<file path="src/rtl/rfseq_pkg.sv">
// Shared types and constants for the register-file read sequencer.
// Slot numbering follows the use_mask bit order (Rn, Rm, Rs).
package rfseq_pkg;

    typedef enum logic [1:0] {
        IDLE = 2'd0,
        READ = 2'd1,
        DONE = 2'd2
    } rfseq_state_t;

    localparam logic [1:0] SLOT_RN = 2'd0;
    localparam logic [1:0] SLOT_RM = 2'd1;
    localparam logic [1:0] SLOT_RS = 2'd2;

    localparam logic [3:0] PC_IDX = 4'd15;

    // Maps an operand slot to the register index latched for that slot.
    function automatic logic [3:0] slot_index(
        input logic [1:0] slot,
        input logic [3:0] rn,
        input logic [3:0] rm,
        input logic [3:0] rs
    );
        logic [3:0] idx;
        idx = rn;
        case (slot)
            SLOT_RN: idx = rn;
            SLOT_RM: idx = rm;
            SLOT_RS: idx = rs;
            default: idx = rn;
        endcase
        return idx;
    endfunction

endpackage

</file>
<file path="src/rtl/rfseq_next_slot.sv">
// Finds the next operand slot that still needs a read.
// With from_start set the search includes slot 0, giving the first slot of a new request.
module rfseq_next_slot
    import rfseq_pkg::*;
(
    input  logic [2:0] mask,
    input  logic [1:0] slot,
    input  logic       from_start,
    output logic [1:0] next_slot,
    output logic       none
);

    logic [2:0] candidate;

    // A slot is a candidate when it is requested and lies strictly above the current one.
    always_comb begin
        candidate    = 3'b000;
        candidate[0] = mask[0] & from_start;
        candidate[1] = mask[1] & (from_start | (slot == SLOT_RN));
        candidate[2] = mask[2] & (from_start | (slot == SLOT_RN) | (slot == SLOT_RM));
    end

    always_comb begin
        next_slot = SLOT_RN;
        none      = 1'b0;
        if (candidate[0]) begin
            next_slot = SLOT_RN;
        end else if (candidate[1]) begin
            next_slot = SLOT_RM;
        end else if (candidate[2]) begin
            next_slot = SLOT_RS;
        end else begin
            none = 1'b1;
        end
    end

endmodule

</file>
<file path="src/rtl/regfile_read_sequencer.sv">
// Serialises up to three operand reads (Rn, Rm, Rs) through one shared 16:1 read mux
// and hands the collected operands to execute over a valid/ready handshake.
module regfile_read_sequencer
    import rfseq_pkg::*;
#(
    parameter int BUS = 32
) (
    input  logic           clk,
    input  logic           rst_n,
    input  logic           flush,
    input  logic           req_valid,
    output logic           req_ready,
    input  logic [3:0]     rn_idx,
    input  logic [3:0]     rm_idx,
    input  logic [3:0]     rs_idx,
    input  logic [2:0]     use_mask,
    input  logic [BUS-1:0] pc_val,
    output logic [3:0]     mux_sel,
    input  logic [BUS-1:0] mux_data,
    output logic [BUS-1:0] op_a,
    output logic [BUS-1:0] op_b,
    output logic [BUS-1:0] op_c,
    output logic           out_valid,
    input  logic           out_ready
);

    rfseq_state_t   state_q;
    logic [1:0]     slot_q;
    logic [2:0]     mask_q;
    logic [3:0]     rn_q;
    logic [3:0]     rm_q;
    logic [3:0]     rs_q;

    logic [1:0]     first_slot;
    logic           first_none;
    logic [1:0]     next_slot;
    logic           next_none;
    logic [3:0]     cur_idx;
    logic [BUS-1:0] capture;

    rfseq_next_slot u_first_slot (
        .mask       (use_mask),
        .slot       (SLOT_RN),
        .from_start (1'b1),
        .next_slot  (first_slot),
        .none       (first_none)
    );

    rfseq_next_slot u_next_slot (
        .mask       (mask_q),
        .slot       (slot_q),
        .from_start (1'b0),
        .next_slot  (next_slot),
        .none       (next_none)
    );

    // R15 never goes through the mux: the PC+8 value supplied by fetch replaces it.
    always_comb begin
        cur_idx = slot_index(slot_q, rn_q, rm_q, rs_q);
        capture = (cur_idx == PC_IDX) ? pc_val : mux_data;
    end

    // Handshake and select are decoded from registered state only, and forced quiet in reset.
    always_comb begin
        req_ready = rst_n && (state_q == IDLE);
        out_valid = rst_n && (state_q == DONE);
        mux_sel   = (rst_n && (state_q == READ)) ? cur_idx : 4'd0;
    end

    // Flush outranks every handshake; operand registers only change on accept or capture.
    always_ff @(posedge clk) begin
        if (!rst_n) begin
            state_q <= IDLE;
            slot_q  <= SLOT_RN;
            mask_q  <= 3'b000;
            rn_q    <= 4'd0;
            rm_q    <= 4'd0;
            rs_q    <= 4'd0;
            op_a    <= '0;
            op_b    <= '0;
            op_c    <= '0;
        end else if (flush) begin
            state_q <= IDLE;
        end else begin
            case (state_q)
                IDLE: begin
                    if (req_valid) begin
                        rn_q   <= rn_idx;
                        rm_q   <= rm_idx;
                        rs_q   <= rs_idx;
                        mask_q <= use_mask;
                        op_a   <= '0;
                        op_b   <= '0;
                        op_c   <= '0;
                        if (first_none) begin
                            state_q <= DONE;
                        end else begin
                            state_q <= READ;
                            slot_q  <= first_slot;
                        end
                    end
                end
                READ: begin
                    case (slot_q)
                        SLOT_RN: op_a <= capture;
                        SLOT_RM: op_b <= capture;
                        SLOT_RS: op_c <= capture;
                        default: op_a <= capture;
                    endcase
                    if (next_none) begin
                        state_q <= DONE;
                    end else begin
                        slot_q <= next_slot;
                    end
                end
                DONE: begin
                    if (out_ready) begin
                        state_q <= IDLE;
                    end
                end
                default: begin
                    state_q <= IDLE;
                end
            endcase
        end
    end

endmodule
</file>
<file path="config.mk">
export PLATFORM = sky130hd
export DESIGN_NAME = regfile_read_sequencer
export DESIGN_NICKNAME = d
export VERILOG_FILES = /design/src/rtl/rfseq_pkg.sv /design/src/rtl/rfseq_next_slot.sv /design/src/rtl/regfile_read_sequencer.sv
export SDC_FILE = /design/constraint.sdc
export NUM_CORES = 1
export LEC_CHECK = 0
export CORE_ASPECT_RATIO = 1.25
export CORE_MARGIN = 3
export CORE_UTILIZATION = 44
export DETAILED_ROUTE_END_ITERATION = 6
export MAX_ROUTING_LAYER = met4
export PLACE_DENSITY_LB_ADDON = 0.12
export SYNTH_ARGS = -nofsm -noshare
export SYNTH_HDL_FRONTEND = slang
export SYNTH_SLANG_ARGS = --single-unit
export TNS_END_PERCENT = 100
</file>
<file path="constraint.sdc">
create_clock -name clk -period 2.1 [get_ports clk]
set_input_delay 0.42 -clock clk [delete_from_list [all_inputs] [get_ports clk]]
set_output_delay 0.42 -clock clk [all_outputs]
set_load 0.005 [all_outputs]
</file>
### Word level (Yosys, flattened, before mapping)

Index checks and enable logic that the tools add are counted.

| operators by class | value |
|---|---|
| $mul | 0 |
| bitwise gates (word level) | 5 |
| shift-type cells | 0 |
| equality and inequality tests | 13 |
| reductions and logical operators | 14 |
| divide/modulo/power cells | 0 |
| $add $sub $neg | 0 |
| $lt $le $gt $ge | 0 |
| muxes and demuxes | 29 |

Operator list:

| cell | number |
|---|---|
| $pmux 32 s2 | 3 |
| $mux 32 | 5 |
| $mux 2 | 12 |
| $ne 2x2->1 const B | 6 |
| $reduce_and 4->1 | 3 |
| $pmux 4 s2 | 1 |
| $pmux 2 s3 | 1 |
| $reduce_and 3->1 | 2 |
| $mux 1 | 5 |
| $reduce_and 5->1 | 1 |
| $eq 2x1->1 const B | 2 |
| $eq 2x2->1 const B | 2 |
| $eq 4x4->1 const B | 1 |
| $logic_not 2->1 | 2 |
| $mux 4 | 1 |
| $ne 2x1->1 const B | 2 |
| $pmux 2 s2 | 1 |
| $reduce_or 2->1 | 2 |
| $logic_and 1x1->1 | 3 |
| $and 1x1->1 | 2 |
| $not 1->1 | 2 |
| $reduce_bool 2->1 | 1 |
| $or 1x1->1 | 1 |

| storage, ports and cells | value |
|---|---|
| input port bits | 84 |
| bits in latches | 0 |
| output and inout bits | 102 |
| ROM bits | 0 |
| bits in writable memories | 0 |
| bits in registers | 115 |
| memories kept | 0 |

### Depth between registers and ports, before layout

| logic depth | value |
|---|---|
| depth after elaboration | 7 |
| mapped depth | 9 |
| mapped depth without buffers | 7 |

### Cells and area by module

From an unflattened synthesis, not the netlist that was laid out.

| second synthesis, totals | value |
|---|---|
| cell total of the unflattened synthesis | 862 |
| area, all modules | 7,277.0 µm² |

By module, submodules not included:

| module | seq. area each (µm²) | area an instance (µm²) | cells an instance | times used |
|---|---|---|---|---|
| regfile_read_sequencer | 2,302.2 | 7,131.8 | 840 | 1 |
| rfseq_next_slot | 0.0 | 72.6 | 11 | 2 |

### Worst setup path after synthesis

OpenSTA, ideal clock, no wires.

| timing path | value |
|---|---|
| kind | reg-to-reg |
| start | reg slot_q[0] |
| end | reg op_b[13] |
| cell stages (with the launch flop) | 10 |
| buffers on the path | 3 |
| library setup time | 116 ps |
| path slack | 133 ps |
| arrival time | 1,851 ps |
| cell sequence | dfxtp_1 -> inv_1 -> ha_1 -> buf_2 -> mux2i_1 -> nor4_2 -> buf_4 -> buf_6 -> mux2i_1 -> a31o_1 |

| between the ends | value |
|---|---|
| longest elaborated chain between the ends | 6 |
| elaborated cells between the ends (all ways) | 9 |
| those cells by class | eq/ne (4); mux (4); reduce/logical (1) |

RTL lines:

| what | line | RTL |
|---|---|---|
| start, declared | regfile_read_sequencer.sv:28 | `logic [1:0] slot_q;` |
| start signal, assigned | regfile_read_sequencer.sv:99 | `slot_q <= first_slot;` |
| start signal, assigned | regfile_read_sequencer.sv:113 | `slot_q <= next_slot;` |
| $eq 2x2->1 / $eq 2x1->1 (equally long branches) | rfseq_pkg.sv:26, regfile_read_sequencer.sv:104 |  |
| $pmux 4 s2 | rfseq_pkg.sv:26 | `case (slot)` |
| $eq 4x4->1 | regfile_read_sequencer.sv:60 | `capture = (cur_idx == PC_IDX) ? pc_val : mux_data;` |
| $mux 32 | regfile_read_sequencer.sv:60 |  |
| $mux 32 | regfile_read_sequencer.sv:104 | `case (slot_q)` |
| $pmux 32 s2 | regfile_read_sequencer.sv:85 | `case (state_q)` |
| end signal, assigned | regfile_read_sequencer.sv:106 | `SLOT_RM: op_b <= capture;` |
| end, declared | regfile_read_sequencer.sv:21 | `output logic [BUS-1:0] op_b,` |

Parallel ways exist; a longest one is shown, timed or not. The select of a mux whose other input is x is not followed.
A chain may end at the register's enable or synchronous reset.

### Worst setup path in the final report

| timing path | value |
|---|---|
| start | reg slot_q[1] |
| end | reg op_b[10] |

The elaborated chain is that of the path after synthesis.

==> metrics.txt <==
status finished, violations left; Final Cycle Share 1.04; port bufs 185; num ports 186; clk_skew between 5 and 6 ps; Distinct cells, synth 32; sequential-to-total area share from yosys stat 0.348; CTS max path bufs 2; Avg WL per Cell 21.1 um; DP Wirelength 13400 um; Num CTS Buffers 17; RSZ-0062 raised after global routing true; num rows just under 50; R2R depth 10; die area approximately 16000 sq um; Main synth FF type dfxtp_1; max_slew headroom 0.407; most frequent cells in the layout clkdlybuf4s50_1, o2111ai_1, dfxtp_1; clock root buffer clkbuf_16; PwrDens 643 nW/um^2; Worst Setup SP slot_q[1]; Hold Slack between 400 and 500 ps; CP Launch Type flop; GRT Util Overall 0.270; Core Area 14500 sq um; LEAKAGE 3.10 nW; ant diodes 0; GP Congestion a little under 0.8; commonest non-fill, non-tap cell in the layout clkdlybuf4s50_1; Yosys Warn Count 0; 1st-iter DRT viols slightly above 700; Max Cap Violations 0; CP endpoint op_b[10]; hold path depth 2; drt via density 6.58; max-slew violations 0; DRC viols 0; critical setup path kind reg2reg; fmax 457 MHz; Pre-antenna DRT Iters 5; Post-Syn Instances 723; Routed Wire Length 23000 um; total power 6.31 mW; R2R Path Start slot_q[1]; DR vias 7162; CTS tree yes; Mapped Avg Cell Area 9.06 sq um; vias in the first global route 6750; #FFs+latches synth 114; number of enable flip-flop cells after synthesis 0; Sink Count between 100 and 150; Syn-to-layout area delta 49.7%; Hold Crit Class reg2reg; CTS Hold Bufs 0; Worst R2R Setup Slack -90 ps; Starting Density 0.453; Crit. End Element flop; Reg clk slew, reported paths 50 ps; FFs w/ async S/R, synth 0; Fin Setup TNS -1360 ps; largest net degree at the start of global routing roughly 230; Util after Layout 0.678; WP data required around 2500 ps; die width 115 um; die height 142 um; H-tree depth 4; Mapped Nets between 800 and 900; share of cells above drive strength 1 0.135; NumNets Final 984; Reg2Reg Capture Point op_b[10]; ANT nets after route 0; Final Hold Viols 0; Mapped Area 6550 sq um; Period minus WS final 2190 ps; Fillers 1166; initial antenna violation count 0; Final setup viols 51; gr ovfl total 0; IR drop worst, VDD 0.000451 V; Worst-Margin Slew 890 ps; final setup margin -87.6 ps; Worst EP arrival 2550 ps; post-place setup slack -311 ps; Clock Latency Late Sink 420 ps; first-pass GRT wire length about 35000 um; Crit Path Max Fanout 7; violated checks setup timing
-- sequential cells by signal, summed over array words and instances, names as in the netlist --
register  flops
mask_q        2
op_a         32
op_b         32
op_c         32
rm_q          4
rn_q          4
rs_q          4
slot_q        2
state_q       2
-- critical path: stages, from the launching register on --
cell and delay (ps):
dfxtp_4 370, inv_4 50, ha_4 270, mux2i_2 160
buf_4 140, nor4_4 270, buf_6 180, buf_12 160
clkbuf_16 160, mux2i_1 220, a31o_1 130
-- synthesized netlist by cell type, types with 2 or more instances --
library cell / number / share of area
dfxtp_1: 114 / 0.35
a22o_1: 4 / 0.0053
inv_1: 4 / 0.0023
nand3_1: 32 / 0.024
a311oi_1: 2 / 0.0027
o21ai_1: 3 / 0.0023
buf_1: 11 / 0.0063
a211oi_1: 2 / 0.0023
o21a_1: 35 / 0.040
o211ai_1: 32 / 0.037
ha_1: 3 / 0.0057
o21ai_0: 2 / 0.0015
mux2i_1: 69 / 0.11
clkbuf_1: 51 / 0.029
nor3_1: 4 / 0.0031
a31o_1: 64 / 0.086
nand4_1: 32 / 0.031
buf_2: 25 / 0.019
nor2b_1: 3 / 0.0029
nor3b_1: 2 / 0.0023
and2_1: 2 / 0.0019
o2111ai_1: 128 / 0.17
buf_6: 6 / 0.010
nor2_1: 9 / 0.0052
nand2_1: 63 / 0.036
a21oi_1: 15 / 0.011
-- final cells by class --
type | instances | area (sq um) | area share
well taps | 178 | 223 | 0.0227
multi-input cells | 512 | 3970 | 0.404
repair buffers | 248 | 2700 | 0.275
inverters | 4 | 20.0 | 0.00204
flip-flops and latches | 114 | 2290 | 0.233
clock buffers | 20 | 447 | 0.0455
clock inverters | 12 | 163 | 0.0166
-- stage by stage --
stage | instances | cell area, sq um
finish | 1088 | 9810
global route | 1088 | 9810
CTS | 1075 | 9560
detailed placement | 1033 | 8720
global placement | 1033 | 8720
floorplan | 723 | 6550
-- kinds of logic (layout without fill, tap and decap cells) --
| family | count (synthesis) | count (layout) | share of synthesized area |
|---|---|---|---|
| AOI/OAI and AO/OA | 289 | 290 | 0.362 |
| and+or+nand+nor | 150 | 150 | 0.111 |
| DFF | 114 | 114 | 0.348 |
| buffers and inverters | 98 | 284 | 0.0684 |
| muxes | 69 | 69 | 0.105 |
| adders and majority gates | 3 | 3 | 0.00573 |
-- metal layers --
| layer | routed length [um] | global-route usage | part of all wire |
|---|---|---|---|
| met5 | 0 | - | 0 |
| met4 | 739 | 0.105 | 0.032 |
| met3 | 1430 | 0.0549 | 0.062 |
| met2 | 11500 | 0.445 | 0.50 |
| met1 | 9280 | 0.322 | 0.40 |
-- repair_timing --
item | in CTS | in global routing
setup endpoints to repair | 102 | 100
gates cloned | 5 | 8
pin swaps | 23 | 28
resized for setup | 39 | 29
buffers inserted | 7 | 8
-- worst min-delay path by stage --
| stage | startpoint | to | slack (ps) |
|---|---|---|---|
| 2_1_floorplan | rn_q[0] | rn_q[0] | 440 |
| 3_3_place_gp | rn_q[0] | rn_q[0] | 450 |
| 3_5_place_dp | rm_q[2] | rm_q[2] | 450 |
| 4_1_cts | rm_q[2] | rm_q[2] | 460 |
| 5_1_grt | rm_q[2] | rm_q[2] | 480 |
| 6_report | rm_q[2] | rm_q[2] | 460 |
-- power breakdown --
| group | total [mW] | internal [mW] | switching, mW | leakage [nW] |
|---|---|---|---|---|
| sequential | 2.30 | 2.24 | 0.0581 | 0.928 |
| clock | 3.04 | 2.00 | 1.04 | 0.303 |
| combinational | 0.971 | 0.459 | 0.512 | 1.87 |
| total | 6.31 | 4.70 | 1.61 | 3.10 |
No activity file was read; power rests on OpenSTA's default activity.
